<file path="src/rtl/alu_pkg.sv">
// Shared ALU op encodings, LFSR polynomial and BIST state type.
// Used by the ALU itself and by its built-in self-test engine.
package alu_pkg;

   localparam logic [3:0]  ALU_AND   = 4'b0000;
   localparam logic [3:0]  ALU_OR    = 4'b0001;
   localparam logic [3:0]  ALU_ADD   = 4'b0010;
   localparam logic [3:0]  ALU_SUB   = 4'b0110;
   localparam logic [31:0] LFSR_POLY = 32'h8020_0003;

   typedef enum logic [1:0] {
      ST_IDLE  = 2'd0,
      ST_APPLY = 2'd1,
      ST_CHECK = 2'd2,
      ST_DONE  = 2'd3
   } bist_state_e;

   function automatic logic [31:0] lfsr_next(input logic [31:0] s);
      return (s >> 1) ^ (s[0] ? LFSR_POLY : 32'h0);
   endfunction

   // Ops are swept in the fixed order AND, OR, ADD, SUB.
   function automatic logic [3:0] op_at(input logic [1:0] idx);
      case (idx)
         2'd0:    return ALU_AND;
         2'd1:    return ALU_OR;
         2'd2:    return ALU_ADD;
         default: return ALU_SUB;
      endcase
   endfunction

   function automatic logic [31:0] alu_result(input logic [3:0] op,
                                              input logic [31:0] a,
                                              input logic [31:0] b);
      case (op)
         ALU_AND: return a & b;
         ALU_OR:  return a | b;
         ALU_ADD: return a + b;
         ALU_SUB: return a - b;
         default: return 32'h0;
      endcase
   endfunction

endpackage

</file>
<file path="src/rtl/alu_bist_if.sv">
// Operand/control bus between the self-test engine (master) and the ALU (slave).
interface alu_bist_if;
   logic [3:0]  alu_control_op_o;
   logic [31:0] a_num_o;
   logic [31:0] b_num_o;
   logic [31:0] c_num_i;
   logic        zero_i;

   modport master (
      output alu_control_op_o, a_num_o, b_num_o,
      input  c_num_i, zero_i
   );

   modport slave (
      input  alu_control_op_o, a_num_o, b_num_o,
      output c_num_i, zero_i
   );
endinterface

</file>
<file path="src/rtl/lfsr32.sv">
// 32-bit right-shift Galois LFSR with seed load; a zero seed is forced to 1.
// Latency: value updates on the edge after load/step. No backpressure.
module lfsr32
   import alu_pkg::*;
(
   input  logic        clk_i,
   input  logic        rst_ni,
   input  logic        load_i,
   input  logic [31:0] seed_i,
   input  logic        step_i,
   output logic [31:0] value_o
);

   always_ff @(posedge clk_i or negedge rst_ni) begin
      if (!rst_ni) begin
         value_o <= 32'h0;
      end else if (load_i) begin
         value_o <= (seed_i == 32'h0) ? 32'h1 : seed_i;
      end else if (step_i) begin
         value_o <= lfsr_next(value_o);
      end
   end

endmodule

</file>
<file path="src/rtl/alu_bist.sv">
// ALU self-test: sweeps LFSR operand pairs through AND/OR/ADD/SUB and counts mismatches.
// Latency: 2 cycles per op, 8 per vector, done 8*NUM_VECTORS edges after start.
// Backpressure: none; start is ignored while a run is in progress.
module alu_bist
   import alu_pkg::*;
#(
   parameter int unsigned NUM_VECTORS = 1000,
   parameter logic [31:0] SEED_A      = 32'hACE1_2468,
   parameter logic [31:0] SEED_B      = 32'h1357_BDF0
) (
   input  logic        clk_i,
   input  logic        rst_ni,
   input  logic        start_i,
   alu_bist_if.master  alu,
   output logic        busy_o,
   output logic        done_o,
   output logic        pass_o,
   output logic [15:0] error_count_o,
   output logic [3:0]  fail_op_o,
   output logic [31:0] fail_a_o,
   output logic [31:0] fail_b_o
);

   localparam logic [15:0] LAST_VEC = 16'(NUM_VECTORS - 1);

   bist_state_e state_q, state_d;
   logic [3:0]  op_q;
   logic [1:0]  op_idx_q;
   logic [15:0] vec_cnt_q;
   logic        fail_seen_q;
   logic [31:0] a_val, b_val;

   logic        load_run, step_lfsr, check_en, advance_op, run_end;
   logic [31:0] expected;
   logic        mismatch;
   logic [15:0] err_next;

   lfsr32 u_lfsr_a (
      .clk_i   (clk_i),
      .rst_ni  (rst_ni),
      .load_i  (load_run),
      .seed_i  (SEED_A),
      .step_i  (step_lfsr),
      .value_o (a_val)
   );

   lfsr32 u_lfsr_b (
      .clk_i   (clk_i),
      .rst_ni  (rst_ni),
      .load_i  (load_run),
      .seed_i  (SEED_B),
      .step_i  (step_lfsr),
      .value_o (b_val)
   );

   assign alu.alu_control_op_o = op_q;
   assign alu.a_num_o          = a_val;
   assign alu.b_num_o          = b_val;

   // Response compare only feeds registers, never an output directly.
   assign expected = alu_result(op_q, a_val, b_val);
   assign mismatch = (alu.c_num_i != expected) || (alu.zero_i != (expected == 32'h0));
   assign err_next = (mismatch && (error_count_o != 16'hFFFF)) ? error_count_o + 16'd1
                                                                : error_count_o;

   always_ff @(posedge clk_i or negedge rst_ni) begin
      if (!rst_ni) state_q <= ST_IDLE;
      else         state_q <= state_d;
   end

   always_comb begin
      state_d    = state_q;
      load_run   = 1'b0;
      step_lfsr  = 1'b0;
      check_en   = 1'b0;
      advance_op = 1'b0;
      run_end    = 1'b0;
      case (state_q)
         ST_IDLE, ST_DONE: begin
            if (start_i) begin
               load_run = 1'b1;
               state_d  = ST_APPLY;
            end
         end
         ST_APPLY: state_d = ST_CHECK;
         ST_CHECK: begin
            check_en = 1'b1;
            if (op_idx_q != 2'd3) begin
               advance_op = 1'b1;
               state_d    = ST_APPLY;
            end else if (vec_cnt_q == LAST_VEC) begin
               run_end = 1'b1;
               state_d = ST_DONE;
            end else begin
               step_lfsr = 1'b1;
               state_d   = ST_APPLY;
            end
         end
         default: state_d = ST_IDLE;
      endcase
   end

   always_ff @(posedge clk_i or negedge rst_ni) begin
      if (!rst_ni) begin
         op_q          <= ALU_AND;
         op_idx_q      <= 2'd0;
         vec_cnt_q     <= 16'd0;
         fail_seen_q   <= 1'b0;
         busy_o        <= 1'b0;
         done_o        <= 1'b0;
         pass_o        <= 1'b0;
         error_count_o <= 16'd0;
         fail_op_o     <= 4'd0;
         fail_a_o      <= 32'h0;
         fail_b_o      <= 32'h0;
      end else begin
         if (load_run) begin
            op_q          <= ALU_AND;
            op_idx_q      <= 2'd0;
            vec_cnt_q     <= 16'd0;
            fail_seen_q   <= 1'b0;
            busy_o        <= 1'b1;
            done_o        <= 1'b0;
            pass_o        <= 1'b0;
            error_count_o <= 16'd0;
            fail_op_o     <= 4'd0;
            fail_a_o      <= 32'h0;
            fail_b_o      <= 32'h0;
         end
         if (check_en) begin
            error_count_o <= err_next;
            if (mismatch && !fail_seen_q) begin
               fail_seen_q <= 1'b1;
               fail_op_o   <= op_q;
               fail_a_o    <= a_val;
               fail_b_o    <= b_val;
            end
         end
         if (advance_op) begin
            op_idx_q <= op_idx_q + 2'd1;
            op_q     <= op_at(op_idx_q + 2'd1);
         end
         if (step_lfsr) begin
            op_idx_q  <= 2'd0;
            op_q      <= ALU_AND;
            vec_cnt_q <= vec_cnt_q + 16'd1;
         end
         if (run_end) begin
            busy_o <= 1'b0;
            done_o <= 1'b1;
            pass_o <= (err_next == 16'd0);
         end
      end
   end

endmodule
</file>
<file path="src/flat_wrapper.sv">
// flat-port wrapper written by rule: the top's interface ports become plain ports
module alu_bist_flat import alu_pkg::*;
#(
   parameter int unsigned NUM_VECTORS = 1000,
   parameter logic [31:0] SEED_A      = 32'hACE1_2468,
   parameter logic [31:0] SEED_B      = 32'h1357_BDF0
)
  (clk_i, rst_ni, start_i, busy_o, done_o, pass_o, error_count_o, fail_op_o, fail_a_o, fail_b_o, alu_alu_control_op_o, alu_a_num_o, alu_b_num_o, alu_c_num_i, alu_zero_i);
  alu_bist_if alu_i ();
  input  logic clk_i;
  input  logic rst_ni;
  input  logic start_i;
  output logic busy_o;
  output logic done_o;
  output logic pass_o;
  output logic [15:0] error_count_o;
  output logic [3:0] fail_op_o;
  output logic [31:0] fail_a_o;
  output logic [31:0] fail_b_o;
  output wire logic [$bits(alu_i.alu_control_op_o)-1:0] alu_alu_control_op_o;
  output wire logic [$bits(alu_i.a_num_o)-1:0] alu_a_num_o;
  output wire logic [$bits(alu_i.b_num_o)-1:0] alu_b_num_o;
  input wire logic [$bits(alu_i.c_num_i)-1:0] alu_c_num_i;
  input wire logic [$bits(alu_i.zero_i)-1:0] alu_zero_i;
  assign alu_alu_control_op_o = alu_i.alu_control_op_o;
  assign alu_a_num_o = alu_i.a_num_o;
  assign alu_b_num_o = alu_i.b_num_o;
  assign alu_i.c_num_i = alu_c_num_i;
  assign alu_i.zero_i = alu_zero_i;
  alu_bist #(.NUM_VECTORS(NUM_VECTORS), .SEED_A(SEED_A), .SEED_B(SEED_B)) u_core (.clk_i(clk_i), .rst_ni(rst_ni), .start_i(start_i), .alu(alu_i), .busy_o(busy_o), .done_o(done_o), .pass_o(pass_o), .error_count_o(error_count_o), .fail_op_o(fail_op_o), .fail_a_o(fail_a_o), .fail_b_o(fail_b_o));
endmodule
</file>
<file path="config.mk">
export PLATFORM = sky130hd
export DESIGN_NAME = alu_bist_flat
export DESIGN_NICKNAME = d
export VERILOG_FILES = /design/src/rtl/alu_pkg.sv /design/src/rtl/alu_bist_if.sv /design/src/rtl/lfsr32.sv /design/src/rtl/alu_bist.sv /design/src/flat_wrapper.sv
export SDC_FILE = /design/constraint.sdc
export NUM_CORES = 1
export LEC_CHECK = 0
export CAP_MARGIN = 40
export CORE_MARGIN = 2
export CORE_UTILIZATION = 50
export CTS_CLUSTER_DIAMETER = 200
export DETAILED_ROUTE_END_ITERATION = 7
export PLACE_DENSITY = 0.77
export SETUP_SLACK_MARGIN = 0.1
export SYNTH_ARGS = -nofsm -noshare
export SYNTH_HDL_FRONTEND = slang
export SYNTH_SLANG_ARGS = --single-unit
export TNS_END_PERCENT = 100
</file>
<file path="constraint.sdc">
create_clock -name clk_i -period 10.8 [get_ports clk_i]
set_clock_uncertainty 0.1 [all_clocks]
set_input_delay 1.62 -clock clk_i [delete_from_list [all_inputs] [get_ports clk_i]]
set_output_delay 1.62 -clock clk_i [all_outputs]
set_load 0.02 [all_outputs]
</file>
==> summary.txt, run 1 <==
Status
  – Status: complete, no violations

Synthesis
  – Post-synth top area cell: dfrtp_1
  – Synth top area share: around a third
  – Post-synthesis compound-gate area fraction: a little over 20%
  – Post-synth EDFFs: 0
  – Post-synthesis mux area share: between 2 and 3%
  – Distinct cells, synth: 84
  – Post-synth ARST share: 100%
  – Simple-gate share of the synthesized area: a little over a quarter
  – Post-synthesis average cell area: between 7 and 8 µm²
  – Synth warnings: 0
  – Adder-Cell Fraction of Synth Area: 6.33%
  – Mapped cell area: about 13,000 µm²
  – Synth Register Bits: 174
  – Largest family of logic cells by synthesized area: simple AND/OR/NAND/NOR gates
  – Synth Instances: 1,684
  – Net count after synthesis: 1,762
  – Sequential area share after synthesis: between 30% and 40%
  – Prevailing post-synth register cell: dfrtp_1
  – Synth Area in XOR/XNOR: 5.19%
  – Synth area leaders: dfrtp_1 (33%), nand2_1 (11%), o21ai_0 (4.8%)

Clocking
  – Root Buffer Master: clkbuf_16
  – Clock sinks: between 150 and 200
  – H-Tree Depth: 4
  – Post-CTS Resized: 0
  – Setup Fix Bufs, Post-CTS: 0
  – Clock-pin transition on the worst setup and hold timing paths: about 0.080 ns
  – Hold_buf cts: 0
  – Total CTS buffers: 17
  – Clock Latency Late Sink: ~0.45 ns
  – CTS tree: done
  – Deepest clock path buffer count: 2

Finish
  – Area grow syn2layout: 20.6%
  – Fin nets: between 1,500 and 2,000
  – Finished Core Util: between 60% and 70%
  – Fillers: roughly 2,300
  – Register area: 4350 µm²
  – Antenna diodes: 0
  – Post-layout instance area: roughly 16,000 µm²
  – Ratio of cells with drive above 1 in the final layout: 4.84%
  – Multi-input gate area: between 8000 and 9000 µm²

GRT
  – Largest net degree at the start of global routing: 95
  – Number of global-route vias before repair: between 10,000 and 15,000
  – First-pass GRT wire length: between 70,000 and 80,000 µm
  – Overall Global Routing Usage: 37.5%
  – GRT Residual Overflow: 0
  – Initial antenna violation count: 0

Worst setup path
  – Cell Chain, Critical Path: nor2b_2, buf_4, nand2_1, o21ai_0, xor2_1, ha_1, a21oi_1, o21ai_0, buf_4, a21oi_1, nor2_1, or4_1, a21o_1, a2111o_1, nor4b_2, mux2i_1, and3_4, nor3b_4, buf_4, buf_16, nand2_1, o21ai_0
  – Slowest cell delay on critical path: 0.78 ns
  – Critical path launch point type: register
  – R2R setup slack: roughly 2.8 ns
  – Worst Path Max Fanout: between 70 and 80
  – Slowest CP cell: dfrtp_1
  – Reg2Reg Depth: 22
  – CP top delay family: simple AND/OR/NAND/NOR gates
  – WP data required: about 11 ns
  – Critical path class: reg2reg
  – CP arrival: slightly above 8 ns
  – Crit end category: register
  – R2r startpoint: u_core.alu.alu_control_op_o[1]
  – FF-to-FF End: u_core.fail_a_o[18]
  – CP bufs+invs: 4

Die
  – Chip height: between 150 and 200 µm
  – Core area: between 20,000 and 30,000 µm²
  – Boundary pin count: roughly 190
  – Die area: 27,300 µm²
  – Die Wd: 165 µm
  – Initial core utilization: between 50 and 60%
  – Cell Rows: 59

Place
  – Dpl cell area: 15,000 µm²
  – DP Wirelength: about 38,000 µm
  – # port buffers: 189
  – Placer congestion estimate: just over 1

Detailed routing
  – DR vias: about 14,000
  – Vias/cell: 6.48
  – Post-Route WL: ~50,000 µm
  – Post-route ant nets: 0
  – WL/cell: around 24 µm
  – Post-route DRC: 0
  – First DRT Iteration DRCs: approximately 1,600
  – DR pass1 iterations: 6

Timing
  – Final period utilization: roughly three quarters
  – WHS: approximately 0.38 ns
  – Final setup vio count: 0
  – Slew @ Worst Pin: between 0.9 and 1 ns
  – Max Fclk: roughly 0.12 GHz
  – Final-report hold violation count: 0
  – RSZ-0062 raised after global routing: no
  – Final Critical Period: between 8 and 9 ns
  – Max Slew Vio Count: 0
  – Final setup TNS: 0 ns
  – Slew headroom: between 30% and 40%

Hold path
  – Worst hold start: u_core.done_o
  – Hold Path Depth: 1
  – Worst Hold Class: reg2reg
  – Hold-critical path endpoint: u_core.done_o

Power and ir drop
  – IR Drop Worst-Case VDD: 0.0839 mV
  – Pwr dens: about 88 nW/µm²
  – Leak: roughly 6.4 nW
  – Total Power: roughly 0.0014 W

Run
  – MaxCap Viol Count: 0
-- state kept, by name (all words and copies together) (netlist names) --
| register | flops |
|---|---|
| u_core.done_o | 1 |
| u_core.pass_o | 1 |
| u_core.vec_cnt_q | 16 |
| u_core.u_lfsr_a.value_o | 32 |
| u_core.u_lfsr_b.value_o | 32 |
| u_core.fail_a_o | 32 |
| u_core.fail_seen_q | 1 |
| u_core.fail_b_o | 32 |
| u_core.state_q | 2 |
| u_core.error_count_o | 16 |
| u_core.busy_o | 1 |
| u_core.op_idx_q | 1 |
| u_core.alu.alu_control_op_o | 3 |
| u_core.fail_op_o | 4 |
-- worst max path at each step --
stage	startpoint	end	slack, ns	cells past startpoint
final	u_core.alu.alu_control_op_o[1]	u_core.fail_a_o[18]	2.76	22
after global routing	u_core.alu.alu_control_op_o[1]	u_core.fail_a_o[18]	2.46	20
after CTS	u_core.alu.alu_control_op_o[1]	u_core.fail_a_o[18]	2.97	21
after detailed placement	u_core.alu.alu_control_op_o[1]	u_core.fail_a_o[18]	3.03	21
after global placement	u_core.alu.alu_control_op_o[1]	u_core.fail_a_o[14]	3.05	20
after floorplan	u_core.alu.alu_control_op_o[0]	u_core.pass_o	4.41	24
-- power by group --
group	switching (W)	leakage, nW	internal (W)	total, W
Sequential	0.0000000000258	1.78	0.000651	0.000651
Clock	0.000338	0.307	0.000342	0.000680
Combinational	0.0000298	4.28	0.0000196	0.0000494
Total	0.000368	6.37	0.00101	0.00138
-- worst register-to-register path: stages (launching register included) --
cell and delay (ns):
dfrtp_1 0.78, nor2b_2 0.26, buf_4 0.35, nand2_1 0.58, o21ai_0 0.32, xor2_1 0.30, ha_1 0.41, a21oi_1 0.35
o21ai_0 0.14, buf_4 0.18, a21oi_1 0.51, nor2_1 0.21, or4_1 0.53, a21o_1 0.16, a2111o_1 0.44, nor4b_2 0.38
mux2i_1 0.54, and3_4 0.46, nor3b_4 0.07, buf_4 0.30, buf_16 0.28, nand2_1 0.16, o21ai_0 0.09
-- through the flow --
stage               std cells  setup WS (ns)
floorplan                1684           4.41
global placement         2091           3.05
detailed placement       2099           3.03
CTS                      2131           2.97
global route             2131           2.46
finish                   2131           2.76
-- cells in the final DEF, fill, tap and decap left out, types with 14 or more instances in the layout --
cell             instances
a21oi_1                100
a31oi_1                 15
and3_1                  14
buf_4                   15
clkbuf_16               17
clkdlybuf4s50_1        188
dfrtp_1                174
ha_1                    41
inv_1                   19
maj3_1                  29
mux2i_1                 31
nand2_1                393
nand3_1                 72
nand4_1                 35
nor2_1                  82
nor3_1                  46
nor4_1                  18
o211ai_1                17
o21a_1                  15
o21ai_0                125
o21ai_1                 14
o31ai_1                 20
xnor2_1                 45
xor2_1                  32
-- cells by family (layout without fill, tap and decap cells) --
kind of cell / after synthesis / after routing
xor+xnor: 77 / 77
mux: 36 / 36
other cells: 1 / 1
compound gates: 418 / 418
buf+inv: 152 / 264
fa+ha+maj: 71 / 71
simple gates: 755 / 755
flops: 174 / 174
-- per-layer routing --
metal  vias to the layer above  global-route usage, %  share of wire (%)
met1                      6604                   51.9                 41
met5                         -                      0                  0
met2                       816                   55.5                 43
li1                       6226                      -                  -
met4                         0                   17.7                5.5
met3                       156                   8.67                 10
-- cell usage after synthesis (all sizes together), types with 9 or more instances --
library cell and number:
a211oi 14, a21o 9, a21oi 100, a31oi 15, and3 15, buf 20, clkbuf 112, dfrtp 174
ha 41, inv 19, maj3 29, mux2i 31, nand2 394, nand2b 10, nand3 72, nand4 35
nor2 84, nor2b 9, nor3 47, nor4 18, o211ai 17, o21a 15, o21ai 139, o22ai 10
o31ai 21, or3 11, or4 10, xnor2 45, xor2 32
-- layout make-up --
| cell class | instances | share of cell area, % |
|---|---|---|
| inverter | 20 | 0.479 |
| multi-input combinational | 1358 | 51.3 |
| timing repair buffer | 212 | 13.6 |
| tap | 335 | 2.67 |
| clock buffer | 17 | 2.71 |
| clock inverter | 15 | 1.40 |
| sequential | 174 | 27.8 |
Note: power is estimated with default switching activity, not from simulation.
==> run 2: changes to the inputs <==
- PLACE_DENSITY: 0.77 -> 0.8
- clock period: 10.8 -> 7 ns (I/O delays scaled with it)
==> run 2 against run 1 <==
Utilization increased by 1.6 points. Sequential cell count unchanged. Final area rose by 2.7%. Critical path depth is 1 higher. Highest routed layer unchanged. Largest power group unchanged. Sequential share of layout area shrank 0.72 points. Setup slack lost 2.5 ns. Wire length increased by 5.5%. Clock power is 53% higher. Non-clock buffer count rose by 46. Critical path type unchanged. Critical endpoint is now u_core.fail_a_o[14]. Fmax is 19% higher. Clock-buffer cell count unchanged.
==> summary.txt, run 2 (same netlist as run 1, synthesis figures left out) <==
Place
  – # port buffers: 189 (unchanged)
  – Dpl cell area: 15,400 µm² (+2.4%)
  – Placed cells: 2,145 (+2.2%)
  – DP Wirelength: 40,300 µm (+5.3%)
  – Placer congestion estimate: 1.04 (+0.83%)

Clocking
  – Total CTS buffers: 17 (unchanged)
  – Deepest clock path buffer count: 2 (unchanged)
  – Hold_buf cts: 0 (unchanged)
  – CTS tree: done
  – Clock Latency Late Sink: 0.46 ns (about the same)
  – H-Tree Depth: 4 (unchanged)
  – Clock sinks: 174 (unchanged)
  – Setup Fix Bufs, Post-CTS: 0 (unchanged)
  – Root Buffer Master: clkbuf_16
  – Clock-pin transition on the worst setup and hold timing paths: 0.10 ns (+0.02 ns)

Power and ir drop
  – Pwr dens: 132 nW/µm² (+50%)
  – Leak: 6.63 nW (+4.1%)
  – IR Drop Worst-Case VDD: 0.170 mV (+100%)

Finish
  – Ratio of cells with drive above 1 in the final layout: 7.65% (+2.8 points)
  – Commonest non-fill, non-tap cell in the layout: nand2_1
  – Antenna diodes: 0 (unchanged)
  – Most frequent cells in the layout: nand2_1 (393), clkdlybuf4s50_1 (188), dfrtp_1 (174)
  – Area grow syn2layout: 23.8%
  – Non-Filler Instances: 2,177 (+2.2%)
  – Post-layout instance area: 16,100 µm² (+2.7%)
  – Fin nets: 1,907 (+2.5%)

Worst setup path
  – R2R setup slack: 0.25 ns (-2.50 ns)
  – R2r startpoint: u_core.u_lfsr_b.value_o[8]
  – Crit end category: register
  – Worst setup path start: u_core.u_lfsr_b.value_o[8]
  – FF-to-FF End: u_core.fail_a_o[14]
  – CP arrival: 7.01 ns (-1.25 ns)
  – Critical path launch point type: register
  – Crit path capture: u_core.fail_a_o[14]
  – Worst Path Max Fanout: 66 (-11%)
  – Critical path class: reg2reg
  – Reg2Reg Depth: 23 (+4.5%)
  – WP data required: 7.27 ns (-3.74 ns)

GRT
  – Largest net degree at the start of global routing: 92 (-3.2%)
  – Overall Global Routing Usage: 39.5% (+2.0 points)
  – GRT Residual Overflow: 0 (unchanged)
  – Number of global-route vias before repair: 13,305 (+3.2%)
  – Initial antenna violation count: 0 (unchanged)
  – First-pass GRT wire length: 81,400 µm (+5.5%)

Detailed routing
  – DR pass1 iterations: 6 (unchanged)
  – Post-route ant nets: 0 (unchanged)
  – WL/cell: 24.9 µm (+3.3%)
  – DR vias: 14,281 (+3.5%)
  – Vias/cell: 6.56 (+1.3%)
  – Post-Route WL: 54,200 µm (+5.5%)
  – Post-route DRC: 0 (unchanged)
  – First DRT Iteration DRCs: 1,965 (+21%)

Die
  – Chip height: 165 µm (unchanged)
  – Die Wd: 165 µm (unchanged)
  – Die area: 27,300 µm² (unchanged)
  – Boundary pin count: 191 (unchanged)
  – Initial core utilization: 50.5% (unchanged)
  – Core area: 25,800 µm² (unchanged)
  – Cell Rows: 59 (unchanged)

Hold path
  – Worst Hold Class: in2async

Timing
  – Slew headroom: 39.7% (+4.2 points)
  – Final-report hold violation count: 0 (unchanged)
  – Slew @ Worst Pin: 0.902 ns (-0.0407 ns)
  – Max Slew Vio Count: 0 (unchanged)
  – Final setup TNS: 0 ns (unchanged)
  – Final Critical Period: 6.75 ns (-1.30 ns)
  – Max Fclk: 0.148 GHz (+19%)
  – Final period utilization: 96.4% (+22 points)
  – RSZ-0062 raised after global routing: no
  – Final setup vio count: 0 (unchanged)

Run
  – MaxCap Viol Count: 0 (unchanged)

Status
  – Status: complete, no violations
## run 2: cell count changes in the layout (fill, tap and decap cells not counted), moves of 3 or more
cell | before | now
inv_6 | 1 | 4
buf_12 | 0 | 3
inv_8 | 3 | 0
buf_4 | 15 | 62
## run 2: worst max-delay path, cell delays in order (launching register included)
cell,delay [ns]
dfrtp_1,0.55
or4_4,0.65
or3_1,0.39
nor2_1,0.15
buf_4,0.15
nand3_1,0.14
o21ai_0,0.25
xor2_1,0.10
ha_1,0.33
buf_4,0.18
nand2_1,0.09
nor2_1,0.48
nand3_1,0.14
o22ai_1,0.37
nor4_1,0.09
a31o_2,0.23
a2111oi_0,0.63
nand4_1,0.31
nor3_2,0.35
and3_4,0.30
nor3b_4,0.08
buf_12,0.18
buf_12,0.19
o21ai_0,0.17
## run 2: cell type report
class | instances | area (µm²)
clock inverters | 15 | 218
well taps | 335 | 419
multi-input cells | 1358 | 8110
fillers | 2187 | 9660
clock buffers | 17 | 425
repair buffers | 258 | 2510
flip-flops and latches | 174 | 4350
inverters | 20 | 75.1
## run 2: worst min-delay path by stage
| stage | end | slack, ns | depth (start not counted) |
|---|---|---|---|
| after global placement | u_core.vec_cnt_q[8] | 0.36 | 1 |
| after floorplan | u_core.vec_cnt_q[8] | 0.35 | 1 |
| after global routing | u_core.u_lfsr_b.value_o[8] | 0.29 | 1 |
| after detailed placement | u_core.done_o | 0.37 | 1 |
| final | u_core.fail_b_o[4] | 0.28 | 1 |
| after CTS | u_core.fail_b_o[4] | 0.28 | 1 |
## run 2: what timing repair did
action,CTS,global route
pin swaps,0,0
endpoints found under the setup margin,18,86
resized for setup,1,11
## run 2: routing by layer
metal  share of wire (%)  up-vias  routed length (µm)  global-route usage (%)
li1                    -     6315                   -                       -
met1                  42     6930               22800                    55.6
met2                  45      914               24400                    61.9
met3                 9.0      122                4900                    5.57
met4                 3.9        0                2140                    14.6
met5                   0        -                   0                       0
## run 2: through the flow
| stage | util, % | worst slack [ns] | hold slack, ns | power [W] |
|---|---|---|---|---|
| floorplan | - | 0.607 | 0.348 | 0.00104 |
| global placement | 59.4 | 0.175 | 0.364 | 0.00110 |
| detailed placement | 59.8 | 0.101 | 0.367 | 0.00110 |
| CTS | 62.3 | 0.183 | 0.280 | 0.00213 |
| global route | 62.5 | 0.110 | 0.286 | 0.00217 |
| finish | 62.5 | 0.252 | 0.278 | 0.00213 |
## run 2: power breakdown
group	switching [W]	internal [W]	leakage, nW
clock network	0.000540	0.000503	0.308
logic	0.0000468	0.0000306	4.54
registers	0.0000000000403	0.00100	1.78
==> patch: new RTL, settings of run 2 <==
Encoding of `bist_state_e`: now Gray code (2 bits for 4 states).
--- a/src/rtl/alu_pkg.sv
+++ b/src/rtl/alu_pkg.sv
@@ -9,10 +9,10 @@
    localparam logic [31:0] LFSR_POLY = 32'h8020_0003;
 
    typedef enum logic [1:0] {
-      ST_IDLE  = 2'd0,
-      ST_APPLY = 2'd1,
-      ST_CHECK = 2'd2,
-      ST_DONE  = 2'd3
+      ST_IDLE  = 2'b00,
+      ST_APPLY = 2'b01,
+      ST_CHECK = 2'b11,
+      ST_DONE  = 2'b10
    } bist_state_e;
 
    function automatic logic [31:0] lfsr_next(input logic [31:0] s);
Check against the original RTL: no difference found for any inputs over 10 cycles, from zero or initial values and one cycle with rst_ni low; not proved beyond that.
==> patch against run 2 <==
Setup slack better by 51 ps. Routed wire length decreased by 12%. Non-clock buffer count decreased by 7. Synthesized area shrank 4.5%. First-iteration DRC count shrank 20%. Sequential cell count stayed put. Core utilization increased by 0.76 points. Cell area down 4.5%. Cell count down 4.1%. Count of clock-buffer cells in the layout is the same. Critical path type unchanged.
Power is left out: it rests on default switching activity, and per cell area and clock period it moved more than threefold.
==> patch: results <==
# TYPE chip_impl_metric gauge
chip_impl_info{name="outcome",value="finished clean"} 1
chip_impl_metric{name="place_congestion",unit=""} 1.01
chip_impl_metric{name="avgRoutedWirePerCell",unit="um"} 22.8
chip_impl_metric{name="clkTransAtPathRegs",unit="ps"} 70
chip_impl_metric{name="worst-endpoint-arrival",unit="ps"} 6900
chip_impl_metric{name="fin_hold_ws",unit="ps"} 369
chip_impl_info{name="timing.critical_path.to",value="u_core.fail_op_o[2]$_DFF_PN0_"} 1
chip_impl_metric{name="gr-usage-met2",unit=""} 0.545
chip_impl_metric{name="routed-wl-met3",unit="um"} 4820
chip_impl_metric{name="grt_pass1_vias",unit=""} 12179
chip_impl_metric{name="initialDrtViolationCount",unit=""} 1564
chip_impl_metric{name="met1_wire_length",unit="um"} 19700
chip_impl_metric{name="critPathMaxFanout",unit=""} 47
chip_impl_metric{name="synth_seq_area_share",unit=""} 0.351
chip_impl_metric{name="drt-total-wl",unit="um"} 47500
chip_impl_metric{name="slowest_delay",unit="ps"} 510
chip_impl_metric{name="place_hpwl",unit="um"} 34600
chip_impl_metric{name="cts_repair_resize_count",unit=""} 0
chip_impl_metric{name="drive_above_1_share",unit=""} 0.0766
chip_impl_info{name="synth_area_leaders",value="sky130_fd_sc_hd__dfrtp_1 (35%), sky130_fd_sc_hd__nand2_1 (11%), sky130_fd_sc_hd__o21ai_0 (6.1%)"} 1
chip_impl_info{name="startpoint",value="u_core.u_lfsr_b.value_o[0]$_DFFE_PN0P_"} 1
chip_impl_metric{name="grt_first_pass_wirelength",unit="um"} 72200
chip_impl_metric{name="post-place-cells",unit=""} 2050
chip_impl_info{name="worst_hold_path_type",value="flop to flop"} 1
chip_impl_metric{name="largest_net_degree_at_the_start_of_global_routing",unit=""} 75
-- patch: cell count changes after synthesis, sizes merged, moves of 10 or more --
| cell | change |
|---|---|
| buf | +19 |
| nand3 | +10 |
| clkbuf | -30 |
| xnor2 | -14 |
| nand4 | -10 |
| o21ai | +57 |
| a21oi | -17 |
| nand2 | -31 |
| mux2i | -19 |
-- patch: final cells by class --
cell class | instances | area [um2] | area share
well taps | 324 | 405 | 0.0263
clock buffers | 17 | 425 | 0.0276
inverters | 28 | 105 | 0.00683
multi-input cells | 1279 | 7490 | 0.487
repair buffers | 251 | 2430 | 0.158
flip-flops and latches | 174 | 4360 | 0.283
clock inverters | 14 | 170 | 0.0111
-- patch: cells by family (layout without fill, tap and decap cells) --
logic type,count (synthesis),count (layout),synth area share
mux,17,17,0.0151
compound gates,440,440,0.219
simple gates,686,687,0.252
buf+inv,149,310,0.0521
fa+ha+maj,66,66,0.0622
xor+xnor,68,68,0.0480
other cells,1,1,0.000302
flops,174,174,0.351
